[config.mk]
export PLATFORM = sky130hd
export DESIGN_NAME = mire_gen_flat
export DESIGN_NICKNAME = d
export VERILOG_FILES = /design/src/rtl/mire_pkg.sv /design/src/rtl/mire_if.sv /design/src/rtl/mire_pattern.sv /design/src/rtl/mire_gen.sv /design/src/flat_wrapper.sv
export SDC_FILE = /design/constraint.sdc
export NUM_CORES = 1
export LEC_CHECK = 0
export BUFFER_PORTS_ARGS = -buffer_cell sky130_fd_sc_hd__buf_2
export CORE_MARGIN = 2
export CORE_UTILIZATION = 60
export DETAILED_ROUTE_END_ITERATION = 10
export PLACE_DENSITY = 0.84
export RECOVER_POWER = 25
export SYNTH_ARGS = -nofsm -noshare
export SYNTH_HDL_FRONTEND = slang
export SYNTH_SLANG_ARGS = --single-unit
export TNS_END_PERCENT = 5
[constraint.sdc]
create_clock -name CLK -period 9.24 [get_ports CLK]
set_clock_uncertainty 0.05 [all_clocks]
set_input_delay 0.924 -clock CLK [delete_from_list [all_inputs] [get_ports CLK]]
set_output_delay 0.924 -clock CLK [all_outputs]
set_load 0.02 [all_outputs]
[src/rtl/mire_pkg.sv]
// Definitions shared by the mire pattern writer and the VGA framebuffer reader.
package mire_pkg;

  typedef enum logic [1:0] {
    IDLE  = 2'd0,
    WRITE = 2'd1,
    PAUSE = 2'd2
  } state_t;

  localparam logic [15:0] WHITE = 16'hFFFF;
  localparam logic [15:0] BLUE  = 16'h001F;
  localparam logic [15:0] RED   = 16'hF800;

  // Byte address of pixel (x,y); the reader uses this too so both agree on the layout.
  function automatic logic [31:0] pixel_addr(input logic [31:0] base,
                                             input logic [31:0] hdisp,
                                             input logic [31:0] x,
                                             input logic [31:0] y);
    return base + 32'd2 * (hdisp * y + x);
  endfunction

endpackage

[src/rtl/mire_if.sv]
// Wishbone write-side bus between the pattern generator and the shared arbiter.
interface mire_if;
  logic [31:0] adr;
  logic [15:0] dat_ms;
  logic [1:0]  sel;
  logic        we;
  logic        cyc;
  logic        stb;
  logic [2:0]  cti;
  logic [1:0]  bte;
  logic        ack;

  modport master (
    output adr, dat_ms, sel, we, cyc, stb, cti, bte,
    input  ack
  );

  modport slave (
    input  adr, dat_ms, sel, we, cyc, stb, cti, bte,
    output ack
  );
endinterface

[src/rtl/mire_pattern.sv]
// Combinational RGB565 test-pattern lookup: grid lines every 16 pixels over
// alternating 32-pixel red/blue columns.
module mire_pattern
  import mire_pkg::*;
#(
  parameter int XW = 10,
  parameter int YW = 9
) (
  input  logic [XW-1:0] gx,
  input  logic [YW-1:0] y,
  output logic [15:0]   rgb
);

  // Widened copies so narrow counters (tiny test frames) still have bits 3 and 5.
  logic [15:0] gx_ext;
  logic [15:0] y_ext;

  assign gx_ext = 16'(gx);
  assign y_ext  = 16'(y);

  always_comb begin
    if (gx_ext[3:0] == 4'd0 || y_ext[3:0] == 4'd0) begin
      rgb = WHITE;
    end else if (gx_ext[5]) begin
      rgb = BLUE;
    end else begin
      rgb = RED;
    end
  end

endmodule

[src/rtl/mire_gen.sv]
// Wishbone write master filling the framebuffer with a (optionally scrolling)
// test pattern, yielding the bus for one cycle after every BURST_MAX writes.
module mire_gen
  import mire_pkg::*;
#(
  parameter int          HDISP     = 640,
  parameter int          VDISP     = 480,
  parameter logic [31:0] ADDR_BASE = 32'd0,
  parameter int          BURST_MAX = 64,
  parameter int          SCROLL    = 1
) (
  input  logic   CLK,
  input  logic   NRST,
  input  logic   enable,
  output logic   busy,
  output logic   frame_done,
  mire_if.master wshb
);

  localparam int XW = $clog2(HDISP);
  localparam int YW = $clog2(VDISP);
  localparam int BW = $clog2(BURST_MAX);
  localparam logic [XW-1:0] X_LAST = XW'(HDISP - 1);
  localparam logic [YW-1:0] Y_LAST = YW'(VDISP - 1);
  localparam logic [BW-1:0] B_LAST = BW'(BURST_MAX - 1);

  state_t        state_reg, state_next;
  logic [XW-1:0] x_reg, x_next;
  logic [YW-1:0] y_reg, y_next;
  logic [XW-1:0] offset_reg, offset_next;
  logic [BW-1:0] burst_reg, burst_next;

  logic          acked;
  logic          last_pix;
  logic [XW-1:0] gx;
  logic [15:0]   rgb;

  assign acked    = (state_reg == WRITE) && wshb.ack;
  assign last_pix = (x_reg == X_LAST) && (y_reg == Y_LAST);
  assign gx       = x_reg + offset_reg;

  mire_pattern #(.XW(XW), .YW(YW)) u_pattern (
    .gx  (gx),
    .y   (y_reg),
    .rgb (rgb)
  );

  always_comb begin
    state_next  = state_reg;
    x_next      = x_reg;
    y_next      = y_reg;
    offset_next = offset_reg;
    burst_next  = burst_reg;
    case (state_reg)
      IDLE: begin
        if (enable) begin
          state_next = WRITE;
          x_next     = '0;
          y_next     = '0;
          burst_next = '0;
        end
      end
      WRITE: begin
        if (wshb.ack) begin
          burst_next = burst_reg + 1'b1;
          if (x_reg == X_LAST) begin
            x_next = '0;
            y_next = y_reg + 1'b1;
          end else begin
            x_next = x_reg + 1'b1;
          end
          // End of frame wins over the burst limit so a frame never ends in PAUSE.
          if (last_pix) begin
            x_next     = '0;
            y_next     = '0;
            burst_next = '0;
            if (SCROLL != 0) begin
              offset_next = offset_reg + 1'b1;
            end
            state_next = enable ? WRITE : IDLE;
          end else if (burst_reg == B_LAST) begin
            burst_next = '0;
            state_next = PAUSE;
          end
        end
      end
      PAUSE:   state_next = WRITE;
      default: state_next = IDLE;
    endcase
  end

  always_ff @(posedge CLK or negedge NRST) begin
    if (!NRST) begin
      state_reg  <= IDLE;
      x_reg      <= '0;
      y_reg      <= '0;
      offset_reg <= '0;
      burst_reg  <= '0;
    end else begin
      state_reg  <= state_next;
      x_reg      <= x_next;
      y_reg      <= y_next;
      offset_reg <= offset_next;
      burst_reg  <= burst_next;
    end
  end

  assign busy        = (state_reg != IDLE);
  assign frame_done  = acked && last_pix;
  assign wshb.cyc    = (state_reg == WRITE);
  assign wshb.stb    = (state_reg == WRITE);
  assign wshb.adr    = pixel_addr(ADDR_BASE, 32'(HDISP), 32'(x_reg), 32'(y_reg));
  assign wshb.dat_ms = (state_reg == WRITE) ? rgb : 16'h0000;
  assign wshb.sel    = 2'b11;
  assign wshb.we     = 1'b1;
  assign wshb.cti    = 3'b000;
  assign wshb.bte    = 2'b00;

endmodule

[src/flat_wrapper.sv]
// flat-port wrapper written by rule: the top's interface ports become plain ports
module mire_gen_flat import mire_pkg::*;
#(
  parameter int          HDISP     = 640,
  parameter int          VDISP     = 480,
  parameter logic [31:0] ADDR_BASE = 32'd0,
  parameter int          BURST_MAX = 64,
  parameter int          SCROLL    = 1
)
  (CLK, NRST, enable, busy, frame_done, wshb_adr, wshb_dat_ms, wshb_sel, wshb_we, wshb_cyc, wshb_stb, wshb_cti, wshb_bte, wshb_ack);
  mire_if wshb_i ();
  input  logic CLK;
  input  logic NRST;
  input  logic enable;
  output logic busy;
  output logic frame_done;
  output wire logic [$bits(wshb_i.adr)-1:0] wshb_adr;
  output wire logic [$bits(wshb_i.dat_ms)-1:0] wshb_dat_ms;
  output wire logic [$bits(wshb_i.sel)-1:0] wshb_sel;
  output wire logic [$bits(wshb_i.we)-1:0] wshb_we;
  output wire logic [$bits(wshb_i.cyc)-1:0] wshb_cyc;
  output wire logic [$bits(wshb_i.stb)-1:0] wshb_stb;
  output wire logic [$bits(wshb_i.cti)-1:0] wshb_cti;
  output wire logic [$bits(wshb_i.bte)-1:0] wshb_bte;
  input wire logic [$bits(wshb_i.ack)-1:0] wshb_ack;
  assign wshb_adr = wshb_i.adr;
  assign wshb_dat_ms = wshb_i.dat_ms;
  assign wshb_sel = wshb_i.sel;
  assign wshb_we = wshb_i.we;
  assign wshb_cyc = wshb_i.cyc;
  assign wshb_stb = wshb_i.stb;
  assign wshb_cti = wshb_i.cti;
  assign wshb_bte = wshb_i.bte;
  assign wshb_i.ack = wshb_ack;
  mire_gen #(.HDISP(HDISP), .VDISP(VDISP), .ADDR_BASE(ADDR_BASE), .BURST_MAX(BURST_MAX), .SCROLL(SCROLL)) u_core (.CLK(CLK), .NRST(NRST), .enable(enable), .busy(busy), .frame_done(frame_done), .wshb(wshb_i));
endmodule
== Word level (Yosys, flattened, before mapping) ==
Cells that the tools add are included.
Cells by class
  $add $sub $neg: 6
  $mul: 1
  divide/modulo/power cells: 0
  $lt $le $gt $ge: 0
  equal/unequal tests: 9
  shift-type cells: 0
  muxes and demuxes: 24
  bitwise gates (word level): 0
  reductions and logical operators: 13
Operators by type and width (count)
  two-way mux 16 bit: 3
  two-way mux 10 bit: 4
  two-way mux 9 bit: 4
  two-way mux 6 bit: 4
  adder 10 x 1 -> 10 bit, second input constant: 2
  adder 19 x 10 -> 20 bit: 1
  case mux 10 bit (2 select lines): 1
  case mux 9 bit (2 select lines): 1
  multiplier 3 x 9 -> 12 bit, first input constant: 1
  case mux 6 bit (2 select lines): 1
  equality test 10 bit, second input constant: 1
  adder 9 x 1 -> 9 bit, second input constant: 1
  equality test 9 bit, second input constant: 1
  AND reduction 3 bit: 3
  zero test 4 bit: 2
  two-way mux 2 bit: 4
  adder 6 x 1 -> 6 bit, second input constant: 1
  adder 6 bit: 1
  equality test 6 bit, second input constant: 1
  inequality test 3 x 1 -> 1 bit, second input constant: 2
  case mux 2 bit (3 select lines): 1
  AND reduction 4 bit: 1
  nonzero test 2 bit: 2
  logical AND 1 bit: 3
  7 further kinds: 7
Word-level totals
  bits in registers: 37
  bits in latches: 0
  bits in writable memories: 0
  ROM bits: 0
  input bits: 4
  output and inout bits: 60
  logic and storage cells: 58
  memories: 0

== Depth between registers and ports, before layout ==
Gate-level depths: netlist of the first run.
  word-level depth: 5
  gate-level depth with buffers: 8
  mapped depth without buffers: 8

== Cells and area by module ==
Synthesis of the first run repeated with hierarchy kept, for this count alone.
Unflattened totals
  cells, all modules: 382
  area total of the unflattened synthesis: 3280.6 um^2
Modules (own cells, without submodules)
  mire_gen: times used 1, cells an instance 364, area an instance 3144.3 um^2, sequential area each 925.9 um^2
  mire_pattern: times used 1, cells an instance 18, area an instance 136.4 um^2, sequential area each 0.0 um^2

== Worst setup path before layout of the first run ==
Ideal clock, no wire load.
  path type: reg-to-output
  start: register u_core.y_reg[3]
  end: output port wshb_adr[18]
  arrival: 2.921 ns
  required time: 8.266 ns
  slack: 5.345 ns
  stages on the path, launching flop included: 9
  buffers on the path: 0
  cell sequence: dfrtp_1 -> ha_1 -> ha_1 -> fa_1 -> a211o_1 -> a211o_1 -> a221oi_1 -> nand4_1 -> xnor2_1
Between the ends
  longest elaborated chain between the ends: 2
Ends and longest elaborated chain
  start, declared: line mire_gen.sv:29  | logic [YW-1:0] y_reg, y_next;
  start signal, assigned: line mire_gen.sv:102  | y_reg <= y_next;
  multiplier 3 x 9 -> 12 bit: line mire_pkg.sv:19  | return base + 32'd2 * (hdisp * y + x);
  adder 19 x 10 -> 20 bit: line mire_pkg.sv:19
  end, declared: line flat_wrapper.sv:17  | output wire logic [$bits(wshb_i.adr)-1:0] wshb_adr;
Every way passes these cells.

== Final worst setup path of the first run ==
  start: register u_core.y_reg[1]
  end: output port wshb_adr[18]
Same word-level chain as after synthesis.

==> results of run 1 <==
-- cell usage after synthesis, types with 4 or more instances --
cell / instances / area (sq um)
a211o_1: 4 / 35.03
a21o_1: 6 / 45.04
a21oi_1: 18 / 90.09
and3_1: 5 / 31.28
buf_4: 42 / 315.3
clkbuf_1: 4 / 15.01
dfrtp_1: 33 / 825.8
ha_1: 27 / 337.8
inv_1: 17 / 63.81
nand2_1: 23 / 86.33
nand2b_1: 4 / 25.02
nand3_1: 16 / 80.08
nand4_1: 8 / 50.05
nor2_1: 16 / 60.06
nor3_1: 10 / 50.05
nor3b_1: 6 / 45.04
o21ai_0: 25 / 125.1
or2_2: 4 / 25.02
xnor2_1: 17 / 148.9
xor2_1: 5 / 43.79
-- power by group through the flow --
stage	Combinational (W)	Clock (W)	Sequential, W
floorplan	0.000265	0	0.000198
global placement	0.000276	0	0.000205
detailed placement	0.000284	0	0.000207
CTS	0.000286	0.000164	0.000205
global route	0.000316	0.000172	0.000210
finish	0.000286	0.000163	0.000206
-- per-layer routing --
metal | up-vias | wire (um)
met4 | 0 | 30
met5 | - | 0
met1 | 1211 | 2759
met3 | 4 | 297
met2 | 71 | 2948
li1 | 1207 | -
-- cells by family after synthesis --
group,Yosys count,synth area share
AND/OR/NAND/NOR,106,0.1935
AO/OA/AOI/OAI,81,0.1791
buffers and inverters,66,0.1409
flip-flops,33,0.2801
adder cells (fa/ha/maj),30,0.1350
XOR/XNOR,22,0.06536
other,2,0.002548
multiplexers,1,0.003396
-- cells in the final DEF (no fill, tap or decap), drive strengths merged, types with 3 or more instances in the layout --
cell type	count
a21oi	18
o41ai	3
fa	3
xnor2	17
o31ai	3
nor2b	3
nor3	10
xor2	5
a211o	4
a21o	6
nor3b	6
and3	7
inv	17
nand4	9
conb	21
buf	43
nand2	23
or2	4
clkbuf	6
a32o	3
dfrtp	33
ha	27
nand2b	4
nand3	16
nor2	16
o21ai	25
-- through the flow --
stage	hold slack (ps)	cell area [sq um]	utilization	setup slack [ps]
3_3_place_gp	418.5	2977	0.6302	5346
5_1_grt	478.4	3109	0.6583	4754
4_1_cts	459.8	3110	0.6585	4983
3_5_place_dp	450.1	2977	0.6302	5289
2_1_floorplan	398.9	3019	-	5345
6_report	462.3	3109	0.6583	4967
-- worst max path at each step --
stage                          startpoint            to
after floorplan           u_core.y_reg[3]  wshb_adr[18]
after global placement    u_core.y_reg[3]  wshb_adr[18]
after detailed placement  u_core.y_reg[3]  wshb_adr[18]
after CTS                 u_core.y_reg[3]  wshb_adr[18]
after global routing      u_core.y_reg[3]  wshb_adr[18]
final                     u_core.y_reg[1]  wshb_adr[18]
-- area by class of cell --
cell class              instances  area (sq um)  area share
well taps                      67         83.83     0.02696
clock buffers                   5         68.82     0.02213
multi-input cells             261          1778      0.5718
inverters                      17         63.81     0.02052
clock inverters                 3         65.06     0.02093
repair buffers                 44         224.0     0.07203
flip-flops and latches         33         825.8      0.2656
==> impl_metrics.json, run 1 <==
{
  "dp_cells": 422,
  "fin_crit_ps": 4273,
  "globalRoute.totalOverflow": 0,
  "synth.lib_cells_used.distinct": 51,
  "layout-area-overhead-vs-synth_pct": 5.475,
  "path_buf_inv": 1,
  "ant_nets": 0,
  "worst_r2r_path_depth": 7,
  "globalRouteTotalUtil": 0.2316,
  "clock_path_buffers": 2,
  "ys_ff_latch": 33,
  "clock.fmax_mhz": 234.0,
  "ys_async_sr_fraction": 1.000,
  "max_reg_flops": 10,
  "numCtsBuffers": 5,
  "worst_ep_required_time_ps": 8270,
  "cts.root.buffer_cell": "clkbuf_8",
  "slew_headroom": -0.1719,
  "die-height_um": 74.10,
  "die_area_sq_mm": 0.005490,
  "finalNonFillerCells": 430,
  "synth_seq_area_share": 0.2801,
  "final_layout_size_suffix_gt1_frac": 0.1708,
  "dr_total_vias": 2493,
  "cpMaxStageDelayCell": "dfrtp_1",
  "cp.arrival_ps": 3300,
  "cpLargestDelayFamily": "compound AO/OA/AOI/OAI gates",
  "place.port_buffers": 42,
  "via_per_inst": 5.798,
  "hold_path_end": "u_core.offset_reg[5]",
  "drtPass1Iterations": 6,
  "global_route.usage.met1": 0.3160,
  "grt_setup_unrepaired": "no",
  "grt_max_degree": 34,
  "synthesis.yosys.warnings": 0,
  "fp-row-count": 25,
  "setup_violations": 0,
  "final_hold_vio_count": 0,
  "number_of_sinks_on_the_clock_net": 33,
  "timing.rr.start": "u_core.x_reg[0]",
  "worstSetupEndpointType": "primary output",
  "htreeDepth": 2,
  "grt_antenna_before_repair": 0,
  "hold_path_startpoint": "u_core.offset_reg[5]",
  "critical_path.max_stage_delay_ps": 450,
  "filler_cells": 398,
  "post_cts.repair.setup_buffers": 0,
  "pwr-share-clk": 0.249,
  "die_w_um": 74.10,
  "worst_skew_pair.late_latency_ps": 290,
  "number_of_global_route_vias_before_repair": 2259,
  "gate_power_share": 0.436,
  "dr.first_iter.drc_count": 200,
  "tritoncts": "yes",
  "failed_checks": "max-capacitance violations, max-slew violations",
  "place_hpwl_um": 4576,
  "drc_errors": 0,
  "worst_setup_path_start_kind": "flop",
  "boundaryPins": 64,
  "post_synth.cell_area_avg_sq_um": 8.645,
  "drv.max_cap_violation_count": 1,
  "finish.net_count": 396,
  "period_share": 0.4625,
  "internal_power_w": 0.0003775,
  "n_antenna_cell": 0,
  "vdd_drop_max_mv": 0.09710,
  "first_pass_grt_wire_length_um": 10050,
  "combined_area_of_all_synthesized_cells_sq_mm": 0.002948,
  "postSynth.topFlopCell": "dfrtp_1",
  "synth_enable_flop_cells": 0,
  "endpoint_of_the_most_critical_register_to_register_path": "u_core.burst_reg[5]",
  "worstPathCellList": "ha_1 > ha_1 > fa_1 > a211o_1 > a211o_1 > a221oi_1 > nand4_1 > xnor2_1 > buf_2",
  "cts_resized": 0,
  "status": "finished, violations left",
  "wl_per_cell_um": 14.03,
  "fp.coreArea_sq_mm": 0.004723,
  "design_power_total_w": 0.0006544,
  "timing.setup.tns_ps": 0,
  "cts.clk_slew.worst_paths_ps": 80,
  "top_usage_layer": "met2",
  "regToRegSetupSlack_ps": 6490,
  "worstPathMaxFanout": 6,
  "power_per_cell_area_mw_per_mm2": 210.5,
  "cellLeakagePower_nw": 1.477,
  "post_cts_hold_buffer_count": 0,
  "timing.hold.worst_path_depth": 1,
  "grtUsageMet2": 0.3889,
  "synthCells": 341,
  "worstSetupPathType": "reg -> out",
  "power_switching_share": 0.4232,
  "gp_routability_congestion": 0.9128,
  "globalRouteMet3Util": 0.04065,
  "initial_core_util": 0.6241,
  "routed_wirelength_um": 6035,
  "share_seq_of_total_power": 0.314,
  "hold_class": "reg -> reg",
  "worstMarginPinSlew_ps": 1758,
  "drv_slew": 34,
  "cp_num_cells": 9,
  "switchingPower_w": 0.0002770
}
Note: power is estimated with default switching activity, not from simulation.
==> inputs of run 2 (changes only) <==
- CORE_UTILIZATION: 60 -> 55
- PLACE_DENSITY: 0.84 -> 0.78
- clock period: 9.24 -> 4 ns (I/O delays scaled with it)
==> run 2 against run 1 <==
The run still ends with max-capacitance violations, max-slew violations left. Register-to-register slack lost 5300 ps. Cell count grew 0.47%. Global-route usage shrank 2.4 points. Die area grew 8.6%. Clock-buffer cell count grew 1. Critical path type unchanged. Highest routed layer unchanged.
==> impl_metrics.json, run 2 (synthesized netlist as in run 1, its figures left out) <==
{
  "grt_setup_unrepaired": "no",
  "die_w_um": 77.21,
  "final_design_utilization": 0.5942,
  "worstPathMaxFanout": 9,
  "tritoncts": "yes",
  "period_share": 0.9476,
  "worstSetupPathType": "reg -> out",
  "htreeDepth": 2,
  "layout-area-overhead-vs-synth_pct": 3.608,
  "hold_path_startpoint": "enable",
  "numCtsBuffers": 5,
  "vdd_drop_max_mv": 0.2270,
  "max_reg_flops": 10,
  "cpMaxStageDelayCell": "dfrtp_1",
  "globalRoute.totalOverflow": 0,
  "post_cts.repair.setup_buffers": 0,
  "boundaryPins": 64,
  "worstPathCellList": "ha_1 > ha_1 > fa_1 > a211o_1 > a211o_1 > a221oi_1 > nand4_1 > xnor2_1 > buf_2",
  "dr_total_vias": 2433,
  "first_pass_grt_wire_length_um": 10050,
  "drv.max_cap_violation_count": 1,
  "worst_ep_required_time_ps": 3550,
  "worst_setup_path_start_kind": "flop",
  "timing.setup.tns_ps": 0,
  "cts.clk_slew.worst_paths_ps": 70,
  "globalRouteTotalUtil": 0.2072,
  "n_antenna_cell": 0,
  "finish.net_count": 395,
  "worstMarginPinSlew_ps": 1783,
  "critical_path.max_stage_delay_ps": 480,
  "power_per_cell_area_mw_per_mm2": 450.1,
  "initial_core_util": 0.5735,
  "worst_setup_path_startpoint": "u_core.y_reg[3]",
  "whs_ps": 324.2,
  "drc_errors": 0,
  "fp-row-count": 26,
  "most_common_library_cell_in_the_layout_ignoring_fill_and_taps": "buf_2",
  "filler_cells": 485,
  "setup_violations": 0,
  "number_of_global_route_vias_before_repair": 2163,
  "hold_class": "in -> reg",
  "cts_resized": 0,
  "die_area_sq_mm": 0.005961,
  "layout.cell_area.non_filler_sq_mm": 0.003054,
  "fin_crit_ps": 3791,
  "final_hold_vio_count": 0,
  "cp.arrival_ps": 3340,
  "multi_input_comb_area_sq_mm": 0.001778,
  "worst_skew_pair.late_latency_ps": 290,
  "number_of_sinks_on_the_clock_net": 33,
  "ant_nets": 0,
  "regToRegSetupSlack_ps": 1240,
  "gp_routability_congestion": 0.8358,
  "place_hpwl_um": 4623,
  "clock_path_buffers": 2,
  "final_layout_size_suffix_gt1_frac": 0.1657,
  "grt_antenna_before_repair": 0,
  "grt_max_degree": 34,
  "post_cts_hold_buffer_count": 0,
  "most_frequent_cells_in_the_layout": "buf_2 (41), dfrtp_1 (33), ha_1 (27), o21ai_0 (25), nand2_1 (23)",
  "clock.fmax_mhz": 263.8,
  "dr.first_iter.drc_count": 179,
  "drv_slew": 34,
  "place.port_buffers": 42,
  "failed_checks": "max-capacitance violations, max-slew violations",
  "fp.coreArea_sq_mm": 0.005140,
  "seq_area_sq_um": 825.8,
  "design_power_total_w": 0.001375,
  "wl_per_cell_um": 13.90,
  "cellLeakagePower_nw": 1.449,
  "drtPass1Iterations": 4,
  "die-height_um": 77.21,
  "routed_wirelength_um": 6003,
  "slew_headroom": -0.1888,
  "timing.rr.start": "u_core.y_reg[0]",
  "via_per_inst": 5.632,
  "status": "finished, violations left",
  "placement.cell_area_sq_mm": 0.002973,
  "cts.root.buffer_cell": "clkbuf_8",
  "worstSetupEndpointType": "primary output"
}
run 2: layout make-up:
class | count | share of cell area
Clock buffer | 6 | 0.02376
Multi-Input combinational cell | 261 | 0.5821
Inverter | 17 | 0.02089
Clock inverter | 2 | 0.003277
Tap cell | 70 | 0.02868
Timing Repair Buffer | 43 | 0.07087
Sequential cell | 33 | 0.2704
run 2: power by group:
part / leakage (nW) / switching, W / internal, W
sequential: 0.411 / 0.0000875 / 0.000388
clock: 0.0450 / 0.000121 / 0.000120
combinational: 0.993 / 0.000421 / 0.000237
run 2: per-stage QoR:
stage               instances  setup slack (ps)
finish                    432             209.5
detailed placement        424             507.8
CTS                       432             203.9
global placement          424             623.8
global route              432             6.650
floorplan                 360             629.3
run 2: critical path, delay by kind of cell, from the launching register on:
family	cells	cell delay, ps
compound gates	3	1090
xor+xnor	1	160
fa+ha+maj	3	960
buf+inv	1	180
flops	1	480
simple gates	1	170
run 2: path summary, 6_finish.rpt:
kind | to | depth (start not counted)
worst max-delay path | wshb_adr[18] | 9
min in group asynchronous | u_core.x_reg[6] | 1
worst max register to register | u_core.burst_reg[5] | 7
max in group asynchronous | u_core.x_reg[0] | 1
worst min-delay path | u_core.state_reg[0] | 3
worst min register to register | u_core.offset_reg[4] | 1
run 2: per-layer routing:
| layer | part of all wire | track usage | up-vias |
|---|---|---|---|
| met5 | 0 | 0 | - |
| met4 | 0.0067 | 0.03393 | 0 |
| met3 | 0.052 | 0.05647 | 6 |
| met2 | 0.49 | 0.3339 | 70 |
| met1 | 0.46 | 0.2834 | 1149 |
| li1 | - | - | 1208 |
==> inputs of run 3 (changes only) <==
- CELL_PAD_IN_SITES_DETAIL_PLACEMENT: not set -> 1
- CELL_PAD_IN_SITES_GLOBAL_PLACEMENT: not set -> 1
- CORE_UTILIZATION: 55 -> 41
==> run 3 against run 2 <==
The flow still finishes with violations (max-capacitance violations, max-slew violations). Worst setup slack better by 12 ps. Non-clock buffer count is 1 higher. Total power is 0.98% higher. Worst hold slack worse by 3.2 ps. Sequential share of layout area is 0.38 points lower. Register-to-register slack hardly changed. Sequential power hardly changed. Critical path type unchanged.
==> impl_metrics.json, run 3 (synthesized netlist as in run 1, its figures left out) <==
{
  "cellLeakagePower_nw": 1.452,
  "worstSetupPathType": "reg -> out",
  "wl_per_cell_um": 15.22,
  "final_design_utilization": 0.4510,
  "dr_total_vias": 2542,
  "critical_path.max_stage_delay_ps": 470,
  "htreeDepth": 2,
  "hold_path_startpoint": "enable",
  "vdd_drop_max_mv": 0.1234,
  "fp.coreArea_sq_mm": 0.006869,
  "most_frequent_cells_in_the_layout": "buf_2 (41), dfrtp_1 (33), ha_1 (27), o21ai_0 (25), nand2_1 (23)",
  "finalNonFillerCells": 459,
  "via_per_inst": 5.538,
  "hold_class": "in -> reg",
  "cp.arrival_ps": 3330,
  "pwr-share-clk": 0.180,
  "dp_cells": 451,
  "gate_power_share": 0.478,
  "dr.first_iter.drc_count": 104,
  "hold_path_end": "u_core.state_reg[0]",
  "number_of_sinks_on_the_clock_net": 33,
  "tritoncts": "yes",
  "share_seq_of_total_power": 0.342,
  "die_area_sq_mm": 0.007884,
  "worstPathCellList": "ha_1 > ha_1 > fa_1 > a211o_1 > a211o_1 > a221oi_1 > nand4_1 > xnor2_1 > buf_2",
  "switchingPower_w": 0.0006428,
  "drv.max_cap_violation_count": 1,
  "cts.clk_slew.worst_paths_ps": 70,
  "final_layout_size_suffix_gt1_frac": 0.1708,
  "slew_headroom": -0.2324,
  "worst_r2r_path_depth": 6,
  "gp_routability_congestion": 0.8439,
  "n_antenna_cell": 0,
  "period_share": 0.9447,
  "grt_antenna_before_repair": 0,
  "power_switching_share": 0.4631,
  "routed_wirelength_um": 6988,
  "timing.rr.start": "u_core.x_reg[0]",
  "drc_errors": 0,
  "power_per_cell_area_mw_per_mm2": 448.1,
  "internal_power_w": 0.0007453,
  "worst_setup_path_start_kind": "flop",
  "filler_cells": 844,
  "number_of_global_route_vias_before_repair": 2384,
  "layout-area-overhead-vs-synth_pct": 5.093,
  "worst_ep_required_time_ps": 3550,
  "fin_crit_ps": 3779,
  "worst_setup_path_startpoint": "u_core.y_reg[3]",
  "setup_violations": 0,
  "globalRouteTotalUtil": 0.1849,
  "grt_max_degree": 34,
  "grt_setup_unrepaired": "no",
  "globalRoute.totalOverflow": 0,
  "clock_path_buffers": 2,
  "numCtsBuffers": 5,
  "worstPathMaxFanout": 9,
  "endpoint_of_the_most_critical_register_to_register_path": "u_core.y_reg[0]",
  "place_hpwl_um": 5386,
  "most_common_library_cell_in_the_layout_ignoring_fill_and_taps": "buf_2",
  "cts.root.buffer_cell": "clkbuf_8",
  "cts_resized": 0,
  "worst_skew_pair.late_latency_ps": 290,
  "place.port_buffers": 42,
  "worstMarginPinSlew_ps": 1849,
  "regToRegSetupSlack_ps": 1240,
  "drv_slew": 34,
  "die_w_um": 88.79,
  "path_buf_inv": 1,
  "clock.fmax_mhz": 264.6,
  "worstSetupEndpointType": "primary output",
  "initial_core_util": 0.4291,
  "first_pass_grt_wire_length_um": 11500,
  "timing.hold.worst_path_depth": 3,
  "status": "finished, violations left",
  "max_reg_flops": 10,
  "drtPass1Iterations": 4,
  "fp-row-count": 30,
  "timing.setup.tns_ps": 0,
  "post_cts_hold_buffer_count": 0,
  "final_hold_vio_count": 0,
  "post_cts.repair.setup_buffers": 0,
  "failed_checks": "max-capacitance violations, max-slew violations",
  "boundaryPins": 64,
  "cpLargestDelayFamily": "compound AO/OA/AOI/OAI gates",
  "die-height_um": 88.79,
  "ant_nets": 0,
  "cpMaxStageDelayCell": "dfrtp_1",
  "finish.net_count": 396
}
## run 3: worst max path at each step
stage | endpoint | slack, ps | cells after the start
global route | wshb_adr[18] | 10 | 9
CTS | wshb_adr[18] | 210 | 9
finish | wshb_adr[18] | 220 | 9
global placement | wshb_adr[18] | 600 | 9
floorplan | wshb_adr[18] | 630 | 8
detailed placement | wshb_adr[18] | 530 | 9
## run 3: power by group through the flow
stage | clock network, W | logic (W) | registers, W
2_1_floorplan | 0 | 0.000611 | 0.000457
4_1_cts | 0.000254 | 0.000672 | 0.000474
3_5_place_dp | 0 | 0.000665 | 0.000479
5_1_grt | 0.000269 | 0.000743 | 0.000487
6_report | 0.000249 | 0.000664 | 0.000475
3_3_place_gp | 0 | 0.000648 | 0.000476
## run 3: worst reg2reg max path, stage by stage (launching register included)
cell	delay, ps
dfrtp_1	440
ha_1	270
nand4b_1	190
nor3_1	700
a21oi_1	550
nand2_1	300
o21ai_0	130
## run 3: layer usage
layer | wire, um | GRT usage | vias up | part of all wire
met4 | 73 | 0.03719 | 0 | 0.010
met3 | 231 | 0.03731 | 8 | 0.033
met5 | 0 | 0 | - | 0
li1 | - | - | 1203 | -
met1 | 3242 | 0.2493 | 1277 | 0.46
met2 | 3440 | 0.3080 | 54 | 0.49
## run 3: through the flow
stage | power (W) | setup slack [ps] | instance area (sq um) | hold slack, ps
3_3_place_gp | 0.001125 | 599.0 | 3013 | 421.6
2_1_floorplan | 0.001069 | 629.3 | 3019 | 54.41
6_report | 0.001388 | 221.3 | 3098 | 321.0
4_1_cts | 0.001400 | 205.8 | 3099 | 158.6
5_1_grt | 0.001499 | 12.47 | 3098 | 328.8
3_5_place_dp | 0.001145 | 529.5 | 3013 | 423.8
## run 3: cell type report
cell class | count | area [sq um] | share of cell area
Multi-Input combinational cell | 261 | 1778 | 0.5739
Tap cell | 96 | 120.1 | 0.03877
Timing Repair Buffer | 44 | 224.0 | 0.07229
Sequential cell | 33 | 825.8 | 0.2666
Clock buffer | 5 | 68.82 | 0.02221
Clock inverter | 3 | 17.52 | 0.005654
Inverter | 17 | 63.81 | 0.02060
